File: src/rtl/posture_uart_tx.sv
// Posture sensor reporter: debounces five raw inputs and sends {3'b101, sensors} as a UART 8N1 byte on change.
// Optional periodic resend of the current vector is built when POSTURE_HEARTBEAT_EN is defined.
module posture_uart_tx #(
    parameter int CLK_HZ           = 12000000,
    parameter int BAUD             = 115200,
    parameter int DEBOUNCE_CYCLES  = 120000,
    parameter int HEARTBEAT_CYCLES = 12000000
) (
    input  logic       clk,
    input  logic       rst_n,
    input  logic       drops_in,
    input  logic       hoods_in,
    input  logic       tops_in,
    input  logic       bar_in,
    input  logic       seat_in,
    output logic       tx,
    output logic       busy,
    output logic       frame_sent,
    output logic [4:0] sensors
);

    localparam int BIT_CYCLES = CLK_HZ / BAUD;
    localparam int BW = (BIT_CYCLES > 1) ? $clog2(BIT_CYCLES) : 1;
    localparam int DW = (DEBOUNCE_CYCLES > 1) ? $clog2(DEBOUNCE_CYCLES) : 1;

    typedef logic [BW-1:0] bit_cnt_t;
    typedef logic [DW-1:0] db_cnt_t;

    localparam bit_cnt_t BIT_LAST = bit_cnt_t'(BIT_CYCLES - 1);
    localparam bit_cnt_t BIT_PRE  = bit_cnt_t'(BIT_CYCLES - 2);
    localparam bit_cnt_t BIT_ONE  = bit_cnt_t'(1);
    localparam db_cnt_t  DB_LAST  = db_cnt_t'(DEBOUNCE_CYCLES - 1);
    localparam db_cnt_t  DB_ONE   = db_cnt_t'(1);

    // frame_sent is raised one clock before STOP ends, so at least two clocks per bit are needed
    if (BIT_CYCLES < 2 || DEBOUNCE_CYCLES < 1 || HEARTBEAT_CYCLES < 1) begin : g_param_check
        $error("posture_uart_tx: invalid parameter set");
    end

    typedef enum logic [1:0] {
        IDLE  = 2'd0,
        START = 2'd1,
        DATA  = 2'd2,
        STOP  = 2'd3
    } state_t;

    logic [4:0]          raw_s;
    logic [4:0]          sync1_q, sync2_q;
    logic [4:0]          sensors_q, sensors_d;
    logic [4:0][DW-1:0]  db_cnt_q, db_cnt_d;
    logic [4:0]          last_sent_q, last_sent_d;
    logic [7:0]          byte_q, byte_d;
    state_t              state_q, state_d;
    bit_cnt_t            bit_cnt_q, bit_cnt_d;
    logic [2:0]          bit_idx_q, bit_idx_d;
    logic [2:0]          nxt_idx_s;
    logic                tx_q, tx_d;
    logic                busy_q, busy_d;
    logic                frame_sent_q, frame_sent_d;
    logic                send_now_s;

    assign raw_s      = {seat_in, bar_in, tops_in, hoods_in, drops_in};
    assign tx         = tx_q;
    assign busy       = busy_q;
    assign frame_sent = frame_sent_q;
    assign sensors    = sensors_q;
    assign nxt_idx_s  = bit_idx_q + 3'd1;

    // Per-bit debounce: a bit flips only after DEBOUNCE_CYCLES consecutive disagreeing clocks
    always_comb begin
        sensors_d = sensors_q;
        db_cnt_d  = db_cnt_q;
        for (int i = 0; i < 5; i++) begin
            if (sync2_q[i] != sensors_q[i]) begin
                if (db_cnt_q[i] == DB_LAST) begin
                    sensors_d[i] = sync2_q[i];
                    db_cnt_d[i]  = '0;
                end else begin
                    db_cnt_d[i] = db_cnt_q[i] + DB_ONE;
                end
            end else begin
                db_cnt_d[i] = '0;
            end
        end
    end

`ifdef POSTURE_HEARTBEAT_EN
    localparam int HW = $clog2(HEARTBEAT_CYCLES + 1);
    typedef logic [HW-1:0] hb_cnt_t;
    localparam hb_cnt_t HB_LAST = hb_cnt_t'(HEARTBEAT_CYCLES - 1);
    localparam hb_cnt_t HB_ONE  = hb_cnt_t'(1);

    hb_cnt_t hb_cnt_q, hb_cnt_d;
    logic    hb_due_s;

    assign hb_due_s   = (state_q == IDLE) && (hb_cnt_q == HB_LAST);
    assign send_now_s = (sensors_q != last_sent_q) || hb_due_s;

    // Idle-time counter; a due heartbeat and a change in the same clock share one frame
    always_comb begin
        if (frame_sent_q || hb_due_s) begin
            hb_cnt_d = '0;
        end else if (state_q == IDLE) begin
            hb_cnt_d = hb_cnt_q + HB_ONE;
        end else begin
            hb_cnt_d = hb_cnt_q;
        end
    end

    // Heartbeat counter register
    always_ff @(posedge clk or negedge rst_n) begin
        if (!rst_n) begin
            hb_cnt_q <= '0;
        end else begin
            hb_cnt_q <= hb_cnt_d;
        end
    end
`else
    assign send_now_s = (sensors_q != last_sent_q);
`endif

    // Transmit FSM next-state and registered line outputs
    always_comb begin
        state_d      = state_q;
        bit_cnt_d    = bit_cnt_q;
        bit_idx_d    = bit_idx_q;
        byte_d       = byte_q;
        last_sent_d  = last_sent_q;
        tx_d         = tx_q;
        busy_d       = busy_q;
        frame_sent_d = 1'b0;
        case (state_q)
            IDLE: begin
                if (send_now_s) begin
                    state_d     = START;
                    byte_d      = {3'b101, sensors_q};
                    last_sent_d = sensors_q;
                    bit_cnt_d   = '0;
                    tx_d        = 1'b0;
                    busy_d      = 1'b1;
                end else begin
                    tx_d   = 1'b1;
                    busy_d = 1'b0;
                end
            end
            START: begin
                if (bit_cnt_q == BIT_LAST) begin
                    state_d   = DATA;
                    bit_cnt_d = '0;
                    bit_idx_d = 3'd0;
                    tx_d      = byte_q[0];
                end else begin
                    bit_cnt_d = bit_cnt_q + BIT_ONE;
                end
            end
            DATA: begin
                if (bit_cnt_q == BIT_LAST) begin
                    bit_cnt_d = '0;
                    if (bit_idx_q == 3'd7) begin
                        state_d = STOP;
                        tx_d    = 1'b1;
                    end else begin
                        bit_idx_d = nxt_idx_s;
                        tx_d      = byte_q[nxt_idx_s];
                    end
                end else begin
                    bit_cnt_d = bit_cnt_q + BIT_ONE;
                end
            end
            STOP: begin
                if (bit_cnt_q == BIT_LAST) begin
                    state_d   = IDLE;
                    bit_cnt_d = '0;
                    tx_d      = 1'b1;
                    busy_d    = 1'b0;
                end else begin
                    bit_cnt_d = bit_cnt_q + BIT_ONE;
                    // pulse lands on the final stop-bit clock, closing the 10-bit window
                    if (bit_cnt_q == BIT_PRE) begin
                        frame_sent_d = 1'b1;
                    end else begin
                        frame_sent_d = 1'b0;
                    end
                end
            end
            default: begin
                state_d   = IDLE;
                bit_cnt_d = '0;
                tx_d      = 1'b1;
                busy_d    = 1'b0;
            end
        endcase
    end

    // All state registers; reset forces the line idle-high asynchronously
    always_ff @(posedge clk or negedge rst_n) begin
        if (!rst_n) begin
            sync1_q      <= 5'b00000;
            sync2_q      <= 5'b00000;
            sensors_q    <= 5'b00000;
            db_cnt_q     <= '0;
            last_sent_q  <= 5'b00000;
            byte_q       <= 8'h00;
            state_q      <= IDLE;
            bit_cnt_q    <= '0;
            bit_idx_q    <= 3'd0;
            tx_q         <= 1'b1;
            busy_q       <= 1'b0;
            frame_sent_q <= 1'b0;
        end else begin
            sync1_q      <= raw_s;
            sync2_q      <= sync1_q;
            sensors_q    <= sensors_d;
            db_cnt_q     <= db_cnt_d;
            last_sent_q  <= last_sent_d;
            byte_q       <= byte_d;
            state_q      <= state_d;
            bit_cnt_q    <= bit_cnt_d;
            bit_idx_q    <= bit_idx_d;
            tx_q         <= tx_d;
            busy_q       <= busy_d;
            frame_sent_q <= frame_sent_d;
        end
    end

endmodule

File: config.mk
export PLATFORM = sky130hd
export DESIGN_NAME = posture_uart_tx
export DESIGN_NICKNAME = d
export VERILOG_FILES = /design/src/rtl/posture_uart_tx.sv
export SDC_FILE = /design/constraint.sdc
export NUM_CORES = 1
export LEC_CHECK = 0
export CORE_MARGIN = 2
export CORE_UTILIZATION = 55
export CTS_BUF_LIST = sky130_fd_sc_hd__clkbuf_2
export CTS_CLUSTER_DIAMETER = 100
export DETAILED_ROUTE_END_ITERATION = 8
export GPL_TIMING_DRIVEN = 0
export PLACE_DENSITY = 0.82
export SYNTH_ARGS = -nofsm -noshare
export SYNTH_HDL_FRONTEND = slang
export SYNTH_SLANG_ARGS = --single-unit
File: constraint.sdc
create_clock -name clk -period 1.71 [get_ports clk]
set_input_delay 0.171 -clock clk [delete_from_list [all_inputs] [get_ports clk]]
set_output_delay 0.171 -clock clk [all_outputs]
set_load 0.02 [all_outputs]
==> reports/metrics.yaml, run 1 <==
detailed_routing:
  first_pass_iters: 5
  wl_per_cell_um: 16.31
  routed_wl_um: 13460
  drt_iter0_markers: 328
  drc: 0
  vias: 4750
  via_per_inst: 5.758
  ant_nets: 0
cts:
  cts.clk_slew.worst_paths_ns: 0.20
  cts_tree: "built"
  cts_hold_buf: 7
  cts_buffer_depth: 2
  cts_root_buffer: "clkbuf_2"
  h-tree-depth: 4
  cts_buffers: 17
  cts.sinks: 121
  clock_latency_ns: 0.69
sta:
  finalClockSkew_ns: 0.03805
  hold_violations: 30
  finalMaxSlewViolations: 0
  setup_violations: 45
  fmax_mhz: 520.0
  fin_ws_ns: -0.2131
  post-route-min-period_ns: 1.923
  finalCritPeriodShare: 1.125
  tightest_slew_ns: 0.7439
  maxSlewHeadroom: 0.5024
  timing.hold.ws_ns: -0.04052
  rsz0062_at_grt: "yes"
cells_and_area:
  antennaDiodeCount: 0
  final_common_cell: "dfrtp_1"
  fillCellCount: 740
  drive_gt1_frac: 0.3153
  synthToLayoutAreaGrowth_pct: 24.93
  multiInputGateArea_um2: 3244
  design_area_um2: 7511
  stdcell_count: 825
  regArea_um2: 3048
  final_nets: 693
  layout_common_cells: "dfrtp_1, nor2_1, buf_4, xnor2_1, nand3_1"
logic_synthesis:
  synth.cell_area_um2: 6012
  synth_edf_count: 0
  synth_largest_area_cell: "dfrtp_1"
  netlist_instances: 579
  synthesis.nets: 600
  synth_warnings: 0
  synth_top_cells_by_area: "dfrtp_1, xnor2_1, nor2_1"
  synth.distinct_cells: 55
  synth_area_per_cell_um2: 10.38
  yosysSeqAreaShare: 0.5039
  synthArstFlopShare: 1.000
  synth_flop_cell: "dfrtp_1"
  synth-seq-cells: 121
  synth_top_area_share: 0.4995
setup_path:
  crit_type: "flip-flop to flip-flop"
  cp_slowest_cell: "or4b_1"
  crit_fanout: 5
  cp-start-kind: "flip-flop"
  cp.arrival_ns: 2.51
  worstPathCellList: "or4b_1 -> or3_4 -> o21ai_4 -> buf_6 -> nor2_1"
  crit_required_ns: 2.29
  crit_buf_inv: 1
  critical_path.top_delay_family: "simple AND/OR/NAND/NOR gates"
  crit_path_end_kind: "flip-flop"
  rr_worst_depth: 5
  r2r_slack_ns: -0.21
  reg2reg_to: "db_cnt_q[14]$_DFF_PN0_"
  max_stage_delay_ns: 0.51
  reg2reg_from: "db_cnt_q[13]$_DFF_PN0_"
power:
  power.share.sequential: 0.589
  switching_share: 0.2621
  irDropWorstVdd_mv: 0.7812
  combPwrFrac: 0.063
  p_int_mw: 3.691
  power.switching_mw: 1.311
  power_density_nw_per_um2: 665.9
  leakagePower_nw: 3.118
  clkPwrFrac: 0.349
placed_design:
  globalplace.congestion: 0.8341
  place_hpwl_um: 7596
  dpl_cell_area_um2: 6419
  portBuffers: 14
  dp.cells: 734
  place_ws_ns: -0.2927
outcome:
  status: "finished with violations"
  violations: "negative hold slack, negative setup slack"
grt:
  grt_pass1_vias: 4672
  antenna_found_initial: 0
  grt_pass1_wl_um: 21360
  grt_usage: 0.2304
  grt_overflow: 0
  grt_max_degree: 64
floorplanning:
  dieWidth_um: 108.6
  die_area_um2: 11780
  core_area_um2: 10750
  die_h_um: 108.6
  initial_core_util: 0.5595
  ios: 15
  num_rows: 38
worst_hold_path:
  hold_path_class: "input port to async pin"
run:
  max-cap-violations: 0
[synthesized netlist by cell type, types with 12 or more instances]
master,count
nor3_1,17
a21oi_1,12
dfrtp_1,120
nand4_1,24
nand3_1,40
nor2_1,86
inv_1,17
nor4_1,17
mux2_2,13
nand2_1,32
xor2_1,33
ha_1,14
xnor2_1,43
[metal layers]
layer  vias to the layer above  share of wire  global-route usage  wire [um]
met2                       125           0.52              0.3817       7006
met3                        28          0.040             0.05726        544
met1                      2342           0.42              0.2875       5624
met4                         0          0.021             0.09799        280
li1                       2255              -                   -          -
met5                         -              0                   0          0
[flip-flops by register name, indices dropped and copies added (netlist names)]
register,flops
busy,1
sync1_q,5
last_sent_q,4
sync2_q,5
tx,1
bit_idx_q,3
sensors,5
frame_sent,1
bit_cnt_q,7
db_cnt_q,85
byte_q,2
state_q,2
[logic make-up (layout without fill, tap and decap cells)]
| family | count (synthesis) | count (layout) | share of synthesized area |
|---|---|---|---|
| AO/OA/AOI/OAI | 52 | 52 | 0.06973 |
| flip-flops | 121 | 121 | 0.5039 |
| adder cells (fa/ha/maj) | 14 | 14 | 0.02914 |
| multiplexers | 15 | 15 | 0.02768 |
| XOR/XNOR | 76 | 76 | 0.1107 |
| buffers and inverters | 29 | 135 | 0.02372 |
| AND/OR/NAND/NOR | 272 | 272 | 0.2352 |
[stage by stage]
| stage | util | TNS, ns | power [mW] | hold WS (ns) |
|---|---|---|---|---|
| global placement | 0.5947 | -495.94 | 3.184 | 0.3336 |
| CTS | 0.6607 | -4.434 | 4.973 | -0.05197 |
| detailed placement | 0.5973 | -14.48 | 3.201 | 0.1913 |
| floorplan | - | -1.738 | 3.088 | -0.1246 |
| finish | 0.6990 | -4.931 | 5.002 | -0.04052 |
| global route | 0.6990 | -7.681 | 5.215 | -0.06796 |
[how the worst max path moves through the flow]
stage	start	end	cells after the start
final	db_cnt_q[13]$_DFF_PN0_	db_cnt_q[14]$_DFF_PN0_	5
after detailed placement	db_cnt_q[11]$_DFF_PN0_	db_cnt_q[8]$_DFF_PN0_	6
after global placement	rst_n	db_cnt_q[12]$_DFF_PN0_	1
after floorplan	db_cnt_q[11]$_DFF_PN0_	sensors[0]$_DFFE_PN0P_	5
after CTS	db_cnt_q[13]$_DFF_PN0_	db_cnt_q[14]$_DFF_PN0_	5
after global routing	db_cnt_q[13]$_DFF_PN0_	db_cnt_q[13]$_DFF_PN0_	5
[worst register-to-register path, cell delays in order, from the launching register on]
cell and delay, ns:
dfrtp_1 0.43, or4b_1 0.51, or3_4 0.41, o21ai_4 0.28, buf_6 0.18, nor2_1 0.04
[power by group through the flow]
stage	clock network (mW)	registers, mW	logic, mW
floorplan	0	2.99	0.0973
finish	1.74	2.94	0.314
global route	1.92	2.95	0.348
detailed placement	0	3.00	0.200
CTS	1.77	2.94	0.259
global placement	0	3.00	0.184
[timing repair]
item | in CTS | in global routing
endpoints found under the hold margin | 126 | 44
buffers inserted | 29 | 22
pin swaps | 15 | 21
setup endpoints to repair | 101 | 90
gates resized for setup | 69 | 76
gates cloned | 2 | 2
[final cells by class]
class / count / area share
Buffer: 9 / 0.01099
Clock buffer: 18 / 0.01199
Clock inverter: 14 / 0.01749
Inverter: 17 / 0.008496
Multi-Input combinational cell: 429 / 0.4320
Sequential cell: 121 / 0.4058
Tap cell: 140 / 0.02332
Timing Repair Buffer: 77 / 0.08996
(Power assumes the default switching activity.)
==> run 2: changes to the inputs <==
--- a/config.mk
+++ b/config.mk
@@ -10,8 +10,9 @@
 export CTS_BUF_LIST = sky130_fd_sc_hd__clkbuf_2
 export CTS_CLUSTER_DIAMETER = 100
 export DETAILED_ROUTE_END_ITERATION = 8
+export DONT_BUFFER_PORTS = 1
 export GPL_TIMING_DRIVEN = 0
-export PLACE_DENSITY = 0.82
+export PLACE_DENSITY = 0.8
 export SYNTH_ARGS = -nofsm -noshare
 export SYNTH_HDL_FRONTEND = slang
 export SYNTH_SLANG_ARGS = --single-unit
==> reports/metrics.yaml, run 2 (synthesis results as in run 1) <==
outcome:
  status: "finished with violations"
  violations: "negative hold slack, negative setup slack"
floorplanning:
  die_h_um: 108.6
  ios: 15
  die_area_um2: 11780
  dieWidth_um: 108.6
  num_rows: 38
  core_area_um2: 10750
  initial_core_util: 0.5595
sta:
  fin_ws_ns: -0.1593
  rsz0062_at_grt: "yes"
  finalMaxSlewViolations: 0
  fmax_mhz: 535.0
  maxSlewHeadroom: 0.6925
  hold_violations: 121
  post-route-min-period_ns: 1.869
  tightest_slew_ns: 0.4613
  finalClockSkew_ns: 0.02464
  finalCritPeriodShare: 1.093
  setup_violations: 47
  timing.hold.ws_ns: -0.8493
cts:
  h-tree-depth: 4
  cts_tree: "built"
  cts.clk_slew.worst_paths_ns: 0.18
  cts_hold_buf: 10
  cts_buffer_depth: 2
  cts.sinks: 121
  cts_buffers: 17
  cts_root_buffer: "clkbuf_2"
  clock_latency_ns: 0.68
placed_design:
  portBuffers: 0
  place_hpwl_um: 7526
  globalplace.congestion: 0.8572
  dpl_cell_area_um2: 6250
cells_and_area:
  largest_reg_flops: 85
  antennaDiodeCount: 0
  final_nets: 682
  final_util: 0.6991
  final_common_cell: "dfrtp_1"
  design_area_um2: 7512
  drive_gt1_frac: 0.3190
  top_regs: "db_cnt_q x85, bit_cnt_q x7"
  synthToLayoutAreaGrowth_pct: 24.95
  regMostFlops: "db_cnt_q"
  layout_common_cells: "dfrtp_1, nor2_1, buf_4, xnor2_1, nand3_1"
power:
  irDropWorstVdd_mv: 0.4125
  power_density_nw_per_um2: 711.1
  p_total_mw: 5.342
  leakagePower_nw: 3.086
detailed_routing:
  drt_iter0_markers: 336
  via_per_inst: 5.837
  wl_per_cell_um: 16.44
  ant_nets: 0
  routed_wl_um: 13390
  drc: 0
  first_pass_iters: 4
  vias: 4751
setup_path:
  max_stage_delay_ns: 0.50
  worstPathCellList: "or4b_1 -> or3_4 -> o21ai_4 -> buf_4 -> a21oi_1"
  crit_required_ns: 2.27
  crit_buf_inv: 1
  cp.arrival_ns: 2.43
  crit_path_end_kind: "flip-flop"
  critical_path.top_delay_family: "simple AND/OR/NAND/NOR gates"
  cp_slowest_cell: "or4b_1"
  crit_type: "flip-flop to flip-flop"
  crit_fanout: 5
  cp-start-kind: "flip-flop"
grt:
  grt_overflow: 0
  grt_max_degree: 122
  grt_pass1_vias: 4644
  grt_pass1_wl_um: 20910
  grt_usage: 0.2263
  antenna_found_initial: 0
worst_hold_path:
  hold_path_class: "input port to async pin"
run:
  max-cap-violations: 0
## run 2: cell types whose count changed in the layout (fill, tap and decap cells not counted), moves of 3 or more
cell / change
clkdlybuf4s50_1: -5
clkdlybuf4s15_1: -4
ha_1: -4
bufinv_16: +3
dfrtp_1: -6
ha_4: +3
dfrtp_2: +6
nor2_2: -5
nor2_1: +6
dlygate4sd3_1: +3
## run 2: what timing repair did
| action | 4_1_cts | 5_1_grt |
|---|---|---|
| endpoints found under the setup margin | 91 | 85 |
| pin swaps | 22 | 27 |
| gates cloned | 3 | 1 |
| setup buffers | 31 | 21 |
| hold endpoints to repair | 126 | 121 |
| resized for setup | 60 | 70 |
## run 2: power by group
| part | total, mW | internal, mW | leakage [nW] | switching [mW] |
|---|---|---|---|---|
| Clock | 2.17 | 1.09 | 0.168 | 1.09 |
| Combinational | 0.219 | 0.110 | 1.30 | 0.109 |
| Sequential | 2.95 | 2.91 | 1.62 | 0.0464 |
| Total | 5.34 | 4.10 | 3.09 | 1.24 |
## run 2: cell type report
type	count	area (um2)
plain buffers	9	90.09
clock buffers	17	85.08
clock inverters	15	206.4
fillers	730	3233
inverters	17	63.81
multi-input cells	429	3278
flip-flops and latches	121	3055
well taps	140	175.2
repair buffers	66	558.0
## run 2: per-stage QoR
stage	setup WS (ns)	std cells	setup TNS (ns)
final	-0.1593	814	-3.865
after global routing	-0.2175	814	-6.915
after CTS	-0.1985	793	-4.247
after detailed placement	-0.3584	719	-15.06
after global placement	-0.2960	719	-12.34
after floorplan	-0.1603	579	-1.738
## run 2: worst reg2reg max path, delay by kind of cell (launching register included)
kind	cells	cell delay, ns
simple gates	2	0.91
flops	1	0.44
compound gates	2	0.26
buf+inv	1	0.16
## run 2: layer usage
metal | GRT usage | vias to the layer above | wire, um
met5 | 0 | - | 0
met4 | 0.1126 | 0 | 287
met3 | 0.05606 | 26 | 422
met2 | 0.3857 | 99 | 7152
met1 | 0.2657 | 2407 | 5523
li1 | - | 2219 | -
## run 2: final timing paths
check                                       start                     end  slack, ns  depth (start not counted)
max in group asynchronous                   rst_n          tx$_DFFE_PN1P_       2.31                          0
min in group clk             sync1_q[0]$_DFF_PN0_    sync2_q[0]$_DFF_PN0_       0.37                          0
hold / removal                              rst_n  db_cnt_q[81]$_DFF_PN0_      -0.85                          0
hold reg to reg              sync1_q[0]$_DFF_PN0_    sync2_q[0]$_DFF_PN0_       0.37                          0
setup reg to reg           db_cnt_q[11]$_DFF_PN0_  db_cnt_q[16]$_DFF_PN0_      -0.16                          5
setup / recovery           db_cnt_q[11]$_DFF_PN0_  db_cnt_q[16]$_DFF_PN0_      -0.16                          5
==> run 3: changes to the inputs <==
--- a/config.mk
+++ b/config.mk
@@ -13,6 +13,7 @@
 export DONT_BUFFER_PORTS = 1
 export GPL_TIMING_DRIVEN = 0
 export PLACE_DENSITY = 0.8
+export SKIP_LAST_GASP = 1
 export SYNTH_ARGS = -nofsm -noshare
 export SYNTH_HDL_FRONTEND = slang
 export SYNTH_SLANG_ARGS = --single-unit
==> reports/metrics.yaml, run 3 (synthesis results as in run 1) <==
outcome:
  status: "finished with violations"
  violations: "negative hold slack, negative setup slack"
cts:
  cts_root_buffer: "clkbuf_2"
  cts_buffers: 17
  cts_hold_buf: 10
  clock_latency_ns: 0.70
  cts_buffer_depth: 2
  cts_tree: "built"
  h-tree-depth: 4
  cts.sinks: 121
  cts.clk_slew.worst_paths_ns: 0.18
cells_and_area:
  antennaDiodeCount: 0
  layout_common_cells: "dfrtp_1, nor2_1, buf_4, xnor2_1, nand3_1"
  largest_reg_flops: 85
  drive_gt1_frac: 0.3160
  fillCellCount: 735
  final_common_cell: "dfrtp_1"
  regMostFlops: "db_cnt_q"
  final_nets: 682
  top_regs: "db_cnt_q x85, bit_cnt_q x7"
  synthToLayoutAreaGrowth_pct: 24.29
setup_path:
  crit_buf_inv: 1
  cp-start-kind: "flip-flop"
  critical_path.top_delay_family: "simple AND/OR/NAND/NOR gates"
  rr_worst_depth: 5
  crit_required_ns: 2.29
  reg2reg_from: "db_cnt_q[11]$_DFF_PN0_"
  r2r_slack_ns: -0.17
  crit_type: "flip-flop to flip-flop"
  worstPathCellList: "or4b_1 -> or3_4 -> o21ai_4 -> buf_4 -> a21oi_1"
  crit_fanout: 5
  max_stage_delay_ns: 0.50
  reg2reg_to: "db_cnt_q[16]$_DFF_PN0_"
  cp_slowest_cell: "or4b_1"
  cp.arrival_ns: 2.45
  crit_path_end_kind: "flip-flop"
sta:
  finalMaxSlewViolations: 0
  fmax_mhz: 532.8
  maxSlewHeadroom: 0.6797
  finalClockSkew_ns: 0.01698
  tightest_slew_ns: 0.4805
  hold_violations: 121
  fin_ws_ns: -0.1667
  post-route-min-period_ns: 1.877
  rsz0062_at_grt: "yes"
  setup_violations: 47
  timing.hold.ws_ns: -0.8661
  tns_ns: -3.989
  finalCritPeriodShare: 1.098
grt:
  grt_pass1_wl_um: 20910
  grt_pass1_vias: 4645
  grt_max_degree: 122
  antenna_found_initial: 0
  grt_usage: 0.2263
  grt_overflow: 0
detailed_routing:
  wl_per_cell_um: 16.07
  vias: 4796
  via_per_inst: 5.892
  first_pass_iters: 5
  drc: 0
  routed_wl_um: 13080
  ant_nets: 0
  drt_iter0_markers: 339
floorplanning:
  die_area_um2: 11780
  core_area_um2: 10750
  dieWidth_um: 108.6
  num_rows: 38
  ios: 15
  initial_core_util: 0.5595
  die_h_um: 108.6
placed_design:
  portBuffers: 0
  globalplace.congestion: 0.8572
  place_hpwl_um: 7526
power:
  power_density_nw_per_um2: 715.4
  leakagePower_nw: 3.080
  irDropWorstVdd_mv: 0.4124
worst_hold_path:
  hold_path_class: "input port to async pin"
run:
  max-cap-violations: 0
-- run 3: per-stage QoR --
step                      setup WS (ns)  total power [mW]    util  area (um2)  std cells
after floorplan                 -0.1603             3.088       -        6075        579
after global placement          -0.2960             3.115  0.5816        6250        719
after detailed placement        -0.3584             3.123  0.5816        6250        719
after CTS                       -0.1985             5.345  0.6600        7092        793
after global routing            -0.2175             5.547  0.6954        7472        814
final                           -0.1667             5.346  0.6954        7472        814
-- run 3: power breakdown --
group          internal [mW]  switching [mW]  total [mW]  leakage (nW)
Combinational          0.110           0.108       0.219          1.29
Sequential              2.91          0.0460        2.95          1.62
Clock                   1.09            1.09        2.18         0.168
-- run 3: worst max path at each step --
stage | end | cells after the start | from | slack [ns]
3_5_place_dp | last_sent_q[2]$_DFFE_PN0P_ | 4 | sensors[0]$_DFFE_PN0P_ | -0.36
3_3_place_gp | bit_cnt_q[1]$_DFFE_PN0P_ | 5 | sensors[0]$_DFFE_PN0P_ | -0.30
6_report | db_cnt_q[16]$_DFF_PN0_ | 5 | db_cnt_q[11]$_DFF_PN0_ | -0.17
2_1_floorplan | sensors[0]$_DFFE_PN0P_ | 5 | db_cnt_q[11]$_DFF_PN0_ | -0.16
4_1_cts | db_cnt_q[10]$_DFF_PN0_ | 5 | db_cnt_q[6]$_DFF_PN0_ | -0.20
5_1_grt | db_cnt_q[11]$_DFF_PN0_ | 5 | db_cnt_q[11]$_DFF_PN0_ | -0.22
-- run 3: area by class of cell --
type                       instances  area (um2)  area share
tap                              140       175.2     0.02344
inverter                          17       63.81    0.008540
sequential                       121        3055      0.4089
clock inverter                    15       206.4     0.02763
multi-input combinational        429        3242      0.4339
buffer                             9       90.09     0.01206
clock buffer                      17       85.08     0.01139
timing repair buffer              66       554.3     0.07418
-- run 3: timing repair --
item                                    in CTS  in global routing
cloned                                       3                  1
pin swaps                                   21                 26
setup buffers                               31                 21
hold endpoints to repair                   126                121
resized for setup                           59                 64
endpoints found under the setup margin      91                 86
-- run 3: routing by layer --
layer,track usage,up-vias,share of wire
met1,0.2657,2439,0.41
met5,0,-,0
met3,0.05606,33,0.030
met4,0.1126,0,0.029
li1,-,2224,-
met2,0.3857,100,0.53
